--- src/rtl/serial_addsub_seq_pkg.sv ---
// ============================================================================
//  Module  : serial_alu_pkg (package)
//  Purpose : Shared types and helpers for the serial add/subtract sequencer.
//            Holds the sequencer state encoding, the default operand width
//            and the operand-conditioning helper used to turn a subtract
//            into an add of the one's complement.
//  Contents: DEFAULT_ADDER_LENGTH - default operand/result width
//            state_t              - IDLE / LOAD / RUN / DONE
//            condition_bit()      - invert one operand bit when subtracting
//  Revision: 1.0 - initial release
// ============================================================================
`default_nettype none

package serial_alu_pkg;

  localparam int DEFAULT_ADDER_LENGTH = 8;

  typedef enum logic [1:0] {
    ST_IDLE = 2'd0,
    ST_LOAD = 2'd1,
    ST_RUN  = 2'd2,
    ST_DONE = 2'd3
  } state_t;

  // a - b - borrow == a + ~b + ~borrow (mod 2^N): on subtract, both the
  // b operand bits and the carry-in are inverted before reaching the adder.
  function automatic logic condition_bit(input logic sub, input logic x);
    return x ^ sub;
  endfunction

endpackage : serial_alu_pkg

`default_nettype wire

--- src/rtl/serial_addsub_seq_if.sv ---
// ============================================================================
//  Module  : serial_addsub_seq_if (interface)
//  Purpose : Bundles the request channel, the adder-side operand/result
//            signals and the response channel of the sequencer.
//  Ports   : req_*  - request valid/ready channel (a, b, sub, cin)
//            add_*  - load pulse and operands to the adder, sum/flags back
//            rsp_*  - response valid/ready channel (result, cf, of, zero, sub)
//            busy   - sequencer not idle
//  Modports: slave  - the sequencer side
//            master - the environment side (requester, adder, consumer)
//  Revision: 1.0 - initial release
// ============================================================================
`default_nettype none

interface serial_addsub_seq_if
  import serial_alu_pkg::*;
#(
  parameter int ADDER_LENGTH = DEFAULT_ADDER_LENGTH
) ();

  logic                    req_valid;
  logic                    req_ready;
  logic [ADDER_LENGTH-1:0] req_a;
  logic [ADDER_LENGTH-1:0] req_b;
  logic                    req_sub;
  logic                    req_cin;

  logic                    add_load;
  logic [ADDER_LENGTH-1:0] add_a;
  logic [ADDER_LENGTH-1:0] add_b;
  logic                    add_cin;
  logic [ADDER_LENGTH-1:0] add_s;
  logic                    add_cf;
  logic                    add_of;

  logic                    rsp_valid;
  logic                    rsp_ready;
  logic [ADDER_LENGTH-1:0] rsp_result;
  logic                    rsp_cf;
  logic                    rsp_of;
  logic                    rsp_zero;
  logic                    rsp_sub;

  logic                    busy;

  modport slave (
    input  req_valid, req_a, req_b, req_sub, req_cin,
    output req_ready,
    output add_load, add_a, add_b, add_cin,
    input  add_s, add_cf, add_of,
    output rsp_valid, rsp_result, rsp_cf, rsp_of, rsp_zero, rsp_sub,
    input  rsp_ready,
    output busy
  );

  modport master (
    output req_valid, req_a, req_b, req_sub, req_cin,
    input  req_ready,
    input  add_load, add_a, add_b, add_cin,
    output add_s, add_cf, add_of,
    input  rsp_valid, rsp_result, rsp_cf, rsp_of, rsp_zero, rsp_sub,
    output rsp_ready,
    input  busy
  );

endinterface : serial_addsub_seq_if

`default_nettype wire

--- src/rtl/serial_addsub_seq.sv ---
// ============================================================================
//  Module  : serial_addsub_seq
//  Purpose : Sequencer wrapped around a bit-serial adder. Accepts add/sub
//            requests, registers conditioned operands, pulses the adder's
//            load, waits out the adder latency, captures sum and flags and
//            presents them on a valid/ready response channel.
//  Ports   : clk   - clock, rising edge
//            rst_n - asynchronous active-low reset
//            bus   - serial_addsub_seq_if.slave (req_*, add_*, rsp_*, busy)
//  Params  : ADDER_LENGTH  - operand/result width (must match the adder)
//            CAPTURE_DELAY - cycles from the load cycle to final adder outputs
//  Revision: 1.0 - initial release
// ============================================================================
`default_nettype none

module serial_addsub_seq
  import serial_alu_pkg::*;
#(
  parameter int ADDER_LENGTH  = DEFAULT_ADDER_LENGTH,
  parameter int CAPTURE_DELAY = ADDER_LENGTH + 1
) (
  input  wire logic         clk,
  input  wire logic         rst_n,
  serial_addsub_seq_if.slave bus
);

  // One spare bit so the counter can never wrap before reaching its target.
  localparam int                 c_CNT_W    = $clog2(CAPTURE_DELAY) + 1;
  localparam logic [c_CNT_W-1:0] c_CAP_LAST = c_CNT_W'(CAPTURE_DELAY - 1);

  state_t                  r_state;
  logic [c_CNT_W-1:0]      r_cnt;
  logic [ADDER_LENGTH-1:0] r_add_a;
  logic [ADDER_LENGTH-1:0] r_add_b;
  logic                    r_add_cin;
  logic                    r_sub;
  logic [ADDER_LENGTH-1:0] r_rsp_result;
  logic                    r_rsp_cf;
  logic                    r_rsp_of;
  logic                    r_rsp_zero;

  always_ff @(posedge clk or negedge rst_n) begin
    if (!rst_n) begin
      r_state      <= ST_IDLE;
      r_cnt        <= '0;
      r_add_a      <= '0;
      r_add_b      <= '0;
      r_add_cin    <= 1'b0;
      r_sub        <= 1'b0;
      r_rsp_result <= '0;
      r_rsp_cf     <= 1'b0;
      r_rsp_of     <= 1'b0;
      r_rsp_zero   <= 1'b0;
    end else begin
      case (r_state)
        ST_IDLE: begin
          if (bus.req_valid) begin
            r_add_a <= bus.req_a;
            for (int i = 0; i < ADDER_LENGTH; i++) begin
              r_add_b[i] <= condition_bit(bus.req_sub, bus.req_b[i]);
            end
            r_add_cin <= condition_bit(bus.req_sub, bus.req_cin);
            r_sub     <= bus.req_sub;
            r_state   <= ST_LOAD;
          end
        end
        ST_LOAD: begin
          r_cnt   <= '0;
          r_state <= ST_RUN;
        end
        ST_RUN: begin
          if (r_cnt == c_CAP_LAST) begin
            r_rsp_result <= bus.add_s;
            r_rsp_of     <= bus.add_of;
            // Carry-out of a + ~b + ~borrow is the inverse of the borrow.
            r_rsp_cf     <= bus.add_cf ^ r_sub;
            r_rsp_zero   <= (bus.add_s == '0);
            r_state      <= ST_DONE;
          end else begin
            r_cnt <= r_cnt + 1'b1;
          end
        end
        ST_DONE: begin
          if (bus.rsp_ready) begin
            r_state <= ST_IDLE;
          end
        end
        default: r_state <= ST_IDLE;
      endcase
    end
  end

  // Handshake/status outputs are decoded from the state register only.
  assign bus.req_ready  = (r_state == ST_IDLE);
  assign bus.busy       = (r_state != ST_IDLE);
  assign bus.add_load   = (r_state == ST_LOAD);
  assign bus.rsp_valid  = (r_state == ST_DONE);

  assign bus.add_a      = r_add_a;
  assign bus.add_b      = r_add_b;
  assign bus.add_cin    = r_add_cin;
  assign bus.rsp_result = r_rsp_result;
  assign bus.rsp_cf     = r_rsp_cf;
  assign bus.rsp_of     = r_rsp_of;
  assign bus.rsp_zero   = r_rsp_zero;
  assign bus.rsp_sub    = r_sub;

endmodule : serial_addsub_seq

`default_nettype wire
--- src/flat_wrapper.sv ---
// flat-port wrapper written by rule: the top's interface ports become plain ports
module serial_addsub_seq_flat import serial_alu_pkg::*;
#(
  parameter int ADDER_LENGTH  = DEFAULT_ADDER_LENGTH,
  parameter int CAPTURE_DELAY = ADDER_LENGTH + 1
)
  (clk, rst_n, bus_req_valid, bus_req_a, bus_req_b, bus_req_sub, bus_req_cin, bus_req_ready, bus_add_load, bus_add_a, bus_add_b, bus_add_cin, bus_add_s, bus_add_cf, bus_add_of, bus_rsp_valid, bus_rsp_result, bus_rsp_cf, bus_rsp_of, bus_rsp_zero, bus_rsp_sub, bus_rsp_ready, bus_busy);
  serial_addsub_seq_if #(.ADDER_LENGTH(ADDER_LENGTH)) bus_i ();
  input  wire logic clk;
  input  wire logic rst_n;
  input wire logic [$bits(bus_i.req_valid)-1:0] bus_req_valid;
  input wire logic [$bits(bus_i.req_a)-1:0] bus_req_a;
  input wire logic [$bits(bus_i.req_b)-1:0] bus_req_b;
  input wire logic [$bits(bus_i.req_sub)-1:0] bus_req_sub;
  input wire logic [$bits(bus_i.req_cin)-1:0] bus_req_cin;
  output wire logic [$bits(bus_i.req_ready)-1:0] bus_req_ready;
  output wire logic [$bits(bus_i.add_load)-1:0] bus_add_load;
  output wire logic [$bits(bus_i.add_a)-1:0] bus_add_a;
  output wire logic [$bits(bus_i.add_b)-1:0] bus_add_b;
  output wire logic [$bits(bus_i.add_cin)-1:0] bus_add_cin;
  input wire logic [$bits(bus_i.add_s)-1:0] bus_add_s;
  input wire logic [$bits(bus_i.add_cf)-1:0] bus_add_cf;
  input wire logic [$bits(bus_i.add_of)-1:0] bus_add_of;
  output wire logic [$bits(bus_i.rsp_valid)-1:0] bus_rsp_valid;
  output wire logic [$bits(bus_i.rsp_result)-1:0] bus_rsp_result;
  output wire logic [$bits(bus_i.rsp_cf)-1:0] bus_rsp_cf;
  output wire logic [$bits(bus_i.rsp_of)-1:0] bus_rsp_of;
  output wire logic [$bits(bus_i.rsp_zero)-1:0] bus_rsp_zero;
  output wire logic [$bits(bus_i.rsp_sub)-1:0] bus_rsp_sub;
  input wire logic [$bits(bus_i.rsp_ready)-1:0] bus_rsp_ready;
  output wire logic [$bits(bus_i.busy)-1:0] bus_busy;
  assign bus_i.req_valid = bus_req_valid;
  assign bus_i.req_a = bus_req_a;
  assign bus_i.req_b = bus_req_b;
  assign bus_i.req_sub = bus_req_sub;
  assign bus_i.req_cin = bus_req_cin;
  assign bus_req_ready = bus_i.req_ready;
  assign bus_add_load = bus_i.add_load;
  assign bus_add_a = bus_i.add_a;
  assign bus_add_b = bus_i.add_b;
  assign bus_add_cin = bus_i.add_cin;
  assign bus_i.add_s = bus_add_s;
  assign bus_i.add_cf = bus_add_cf;
  assign bus_i.add_of = bus_add_of;
  assign bus_rsp_valid = bus_i.rsp_valid;
  assign bus_rsp_result = bus_i.rsp_result;
  assign bus_rsp_cf = bus_i.rsp_cf;
  assign bus_rsp_of = bus_i.rsp_of;
  assign bus_rsp_zero = bus_i.rsp_zero;
  assign bus_rsp_sub = bus_i.rsp_sub;
  assign bus_i.rsp_ready = bus_rsp_ready;
  assign bus_busy = bus_i.busy;
  serial_addsub_seq #(.ADDER_LENGTH(ADDER_LENGTH), .CAPTURE_DELAY(CAPTURE_DELAY)) u_core (.clk(clk), .rst_n(rst_n), .bus(bus_i));
endmodule
--- config.mk ---
export PLATFORM = sky130hd
export DESIGN_NAME = serial_addsub_seq_flat
export DESIGN_NICKNAME = d
export VERILOG_FILES = /design/src/rtl/serial_addsub_seq_pkg.sv /design/src/rtl/serial_addsub_seq_if.sv /design/src/rtl/serial_addsub_seq.sv /design/src/flat_wrapper.sv
export SDC_FILE = /design/constraint.sdc
export NUM_CORES = 1
export LEC_CHECK = 0
export ABC_AREA = 1
export CAP_MARGIN = 40
export CORE_MARGIN = 2
export CORE_UTILIZATION = 45
export CTS_BUF_LIST = sky130_fd_sc_hd__clkbuf_8
export DETAILED_ROUTE_END_ITERATION = 16
export HOLD_SLACK_MARGIN = 0.08
export MAX_ROUTING_LAYER = met4
export PLACE_DENSITY = 0.81
export SETUP_SLACK_MARGIN = 0.15
export SYNTH_ARGS = -nofsm -noshare
export SYNTH_HDL_FRONTEND = slang
export SYNTH_SLANG_ARGS = --single-unit
--- constraint.sdc ---
create_clock -name clk -period 1.8 [get_ports clk]
set_input_delay 0.27 -clock clk [delete_from_list [all_inputs] [get_ports clk]]
set_output_delay 0.27 -clock clk [all_outputs]
set_load 0.05 [all_outputs]
==> impl_metrics.toml <==
[status]
status = "finished, final reports clean"

[clocking]
clk-insertion-delay-late_ns = 0.29
clkSlewWorstSetupHoldPaths_ns = 0.07
cts_root_buffer = "clkbuf_8"
post_cts_buffers = 0
cts-buffers-inserted = 5
cts_htree_levels = 2
cts_tree = "yes"
clockBufferDepth = 2
cts_sinks = 36

[synthesis]
synth_top_family_by_area = "simple AND/OR/NAND/NOR gates"
synthesis.nets = 215
synth_compound_area_share_pct = 5.34
ys_types = 23
synth-seq-area-share_pct = 51.9
syn_area_sq_um = 1730
yosys_warnings = 0
syn_area_per_cell_sq_um = 9.85
synthSimpleGateAreaFrac_pct = 19.5
syn_inst = 176
synth_xor_area_share_pct = 5.56
muxShareOfSynthArea_pct = 6.28
synthAdderAreaFrac_pct = 5.05
yosys_register_bits = 36

[detailed_routing]
num_vias = 1392
drc = 0
routed_via_density = 4.75
routed_wl_um = 3340
drt_iter0_drc = 68
wl_per_cell_um = 11.4
dr.pass1.iters = 4
detail-route-antenna-nets = 0

[critical_path]
r2r-start = "u_core.r_state[0]"
cp.arrival_ns = 1.36
crit_buf_inv = 3
rr_worst_depth = 6
rrSetupSlack_ns = 0.28
crit_family = "flip-flops"
crit_chain = "inv_1 -> ha_2 -> inv_1 -> buf_12"
slowest_delay_ns = 0.42
crit_path_top_delay_cell = "dfrtp_1"
start_kind = "flop"
crit_required_ns = 1.53
end_kind = "primary output"
path_class = "reg -> out"
crit_top_cell = "inv_1"
rr_endpoint = "u_core.bus.rsp_zero"
cp_max_fo = 4

[floorplanning]
die_w_um = 66.1
io_pins = 65
rows = 22
die_y_um = 66.1
initial_core_util_pct = 47.0
core-area_sq_um = 3690
die_area_sq_um = 4370

[worst_hold_path]
min-delay-start = "u_core.bus.rsp_result[3]"
min_to = "u_core.bus.rsp_result[3]"
hold_class = "reg -> reg"
hold_path_depth = 2

[grt]
grt_antenna_before_repair = 0
grt_overflow = 0
track_usage_pct = 18.3
grt_pass1_wl_um = 5950
grt_max_degree = 37
grt_pass1_vias = 1374

[cells_and_area]
drive_above_1_share_pct = 15.9
insertedDiodeCount = 0
fillers = 320
layout.nets = 283
synthToLayoutAreaGrowth_pct = 43.4

[timing]
fin_crit_ns = 1.63
setup_viol = 0
max_freq_mhz = 614
rsz0062_at_grt = "true"
clock_skew_ns = 0.00264
hold_violations = 0
finalMaxSlewViolations = 0
finalCritPeriodShare_pct = 90.5
slew_headroom_pct = 65.5
worst-slew-pin-transition_ns = 0.515
tns_ns = 0

[power]
power.total_mw = 4.21
p_per_area_nw_per_um2 = 1690
ir_drop_uv = 1180
leakage_nw = 1.20

[flow_run]
max-cap-violations = 0

[placement]
place_hpwl_um = 2500
gp_congestion = 0.846
port_buffers = 64
==> worst max-delay path by stage <==
stage / end / cells after the start / start
finish: bus_busy / 4 / u_core.r_state[0]
global route: bus_busy / 4 / u_core.r_state[0]
CTS: bus_busy / 4 / u_core.r_state[0]
detailed placement: u_core.bus.add_b[2] / 3 / bus_req_sub
global placement: u_core.bus.rsp_sub / 3 / bus_req_valid
floorplan: u_core.bus.add_a[5] / 5 / u_core.r_state[0]
==> where the power goes <==
group | leakage, nW | internal [mW] | switching [mW]
combinational | 0.737 | 0.787 | 1.55
sequential | 0.408 | 1.09 | 0.184
clock | 0.0516 | 0.313 | 0.292
==> per-layer routing <==
metal / routed length, um / GRT usage [%] / vias to the layer above
met2: 1650 / 28.9 / 46
met1: 1400 / 21.8 / 652
met3: 271 / 6.81 / 4
met4: 12 / 6.12 / 0
met5: 0 / - / -
li1: - / - / 690
==> stage by stage <==
stage          area, sq um  hold slack, ns  util [%]  worst slack [ns]  std cells
2_1_floorplan         1740         -0.0256         -             0.224        176
3_3_place_gp          2410           0.332      65.4             0.313        284
3_5_place_dp          2410           0.333      65.4             0.258        284
4_1_cts               2490           0.489      67.4             0.152        293
5_1_grt               2490           0.510      67.4            0.0945        293
6_report              2490           0.482      67.4             0.171        293
==> area by class of cell <==
type | count | area [sq um] | share of cell area (%)
flip-flops and latches | 36 | 901 | 36.2
multi-input cells | 118 | 726 | 29.2
repair buffers | 66 | 639 | 25.7
clock buffers | 6 | 82.6 | 3.32
inverters | 17 | 63.8 | 2.57
well taps | 48 | 60.1 | 2.42
clock inverters | 2 | 13.8 | 0.554
==> synthesized netlist by cell type, drive strengths merged <==
cell	number	area, sq um
xor2	1	8.76
inv	17	63.8
o21ai	14	85.1
mux2	9	109
o21bai	1	7.51
nand3	12	72.6
xnor2	10	87.6
nand2	57	224
buf	5	46.3
or2	1	6.26
nor2	4	22.5
ha	7	87.6
nand4	2	12.5
dfrtp	36	901
==> what timing repair did <==
action                                  4_1_cts  5_1_grt
hold buffers                                  1        0
endpoints found under the hold margin        36        0
endpoints found under the setup margin       25        6
gates resized for setup                      25        0
==> sequential cells by signal (all words and copies together) (netlist names) <==
name / cells
u_core.r_state: 2
u_core.bus.rsp_cf: 1
u_core.bus.add_cin: 1
u_core.bus.rsp_zero: 1
u_core.bus.rsp_of: 1
u_core.r_cnt: 5
u_core.bus.add_b: 8
u_core.bus.add_a: 8
u_core.bus.rsp_sub: 1
u_core.bus.rsp_result: 8
==> worst register-to-register path, cell delays in order (launching register included) <==
cell	delay (ns)
dfrtp_1	0.42
inv_1	0.13
ha_1	0.32
nand3_4	0.23
inv_1	0.21
nand2_1	0.08
nand2_1	0.07
==> kinds of logic after synthesis <==
kind of cell	Yosys count
AO/OA/AOI/OAI	15
adder cells (fa/ha/maj)	7
multiplexers	9
flip-flops	36
AND/OR/NAND/NOR	76
XOR/XNOR	11
buffers and inverters	22
==> placed cells by master (no fill, tap or decap) <==
master	synthesis	layout
nand2_1	55	55
dfrtp_1	36	36
clkdlybuf4s50_1	0	30
dlygate4sd2_1	0	25
inv_1	15	15
nand3_1	11	11
xnor2_1	10	10
o21ai_0	10	10
mux2_2	7	7
ha_1	7	6
clkbuf_8	0	6
buf_4	1	6
o21ai_2	4	4
nor2_1	3	3
buf_12	0	3
mux2_4	2	2
inv_2	2	2
nand4_1	2	2
nand2_4	1	1
nor2_4	1	1
nand2_2	1	1
o21bai_1	1	1
xor2_1	1	1
nand3_4	1	1
or2_2	1	1
ha_2	0	1
inv_6	0	1
clkinv_2	0	1
dlygate4sd3_1	0	1
buf_2	1	1
(Power assumes the default switching activity.)
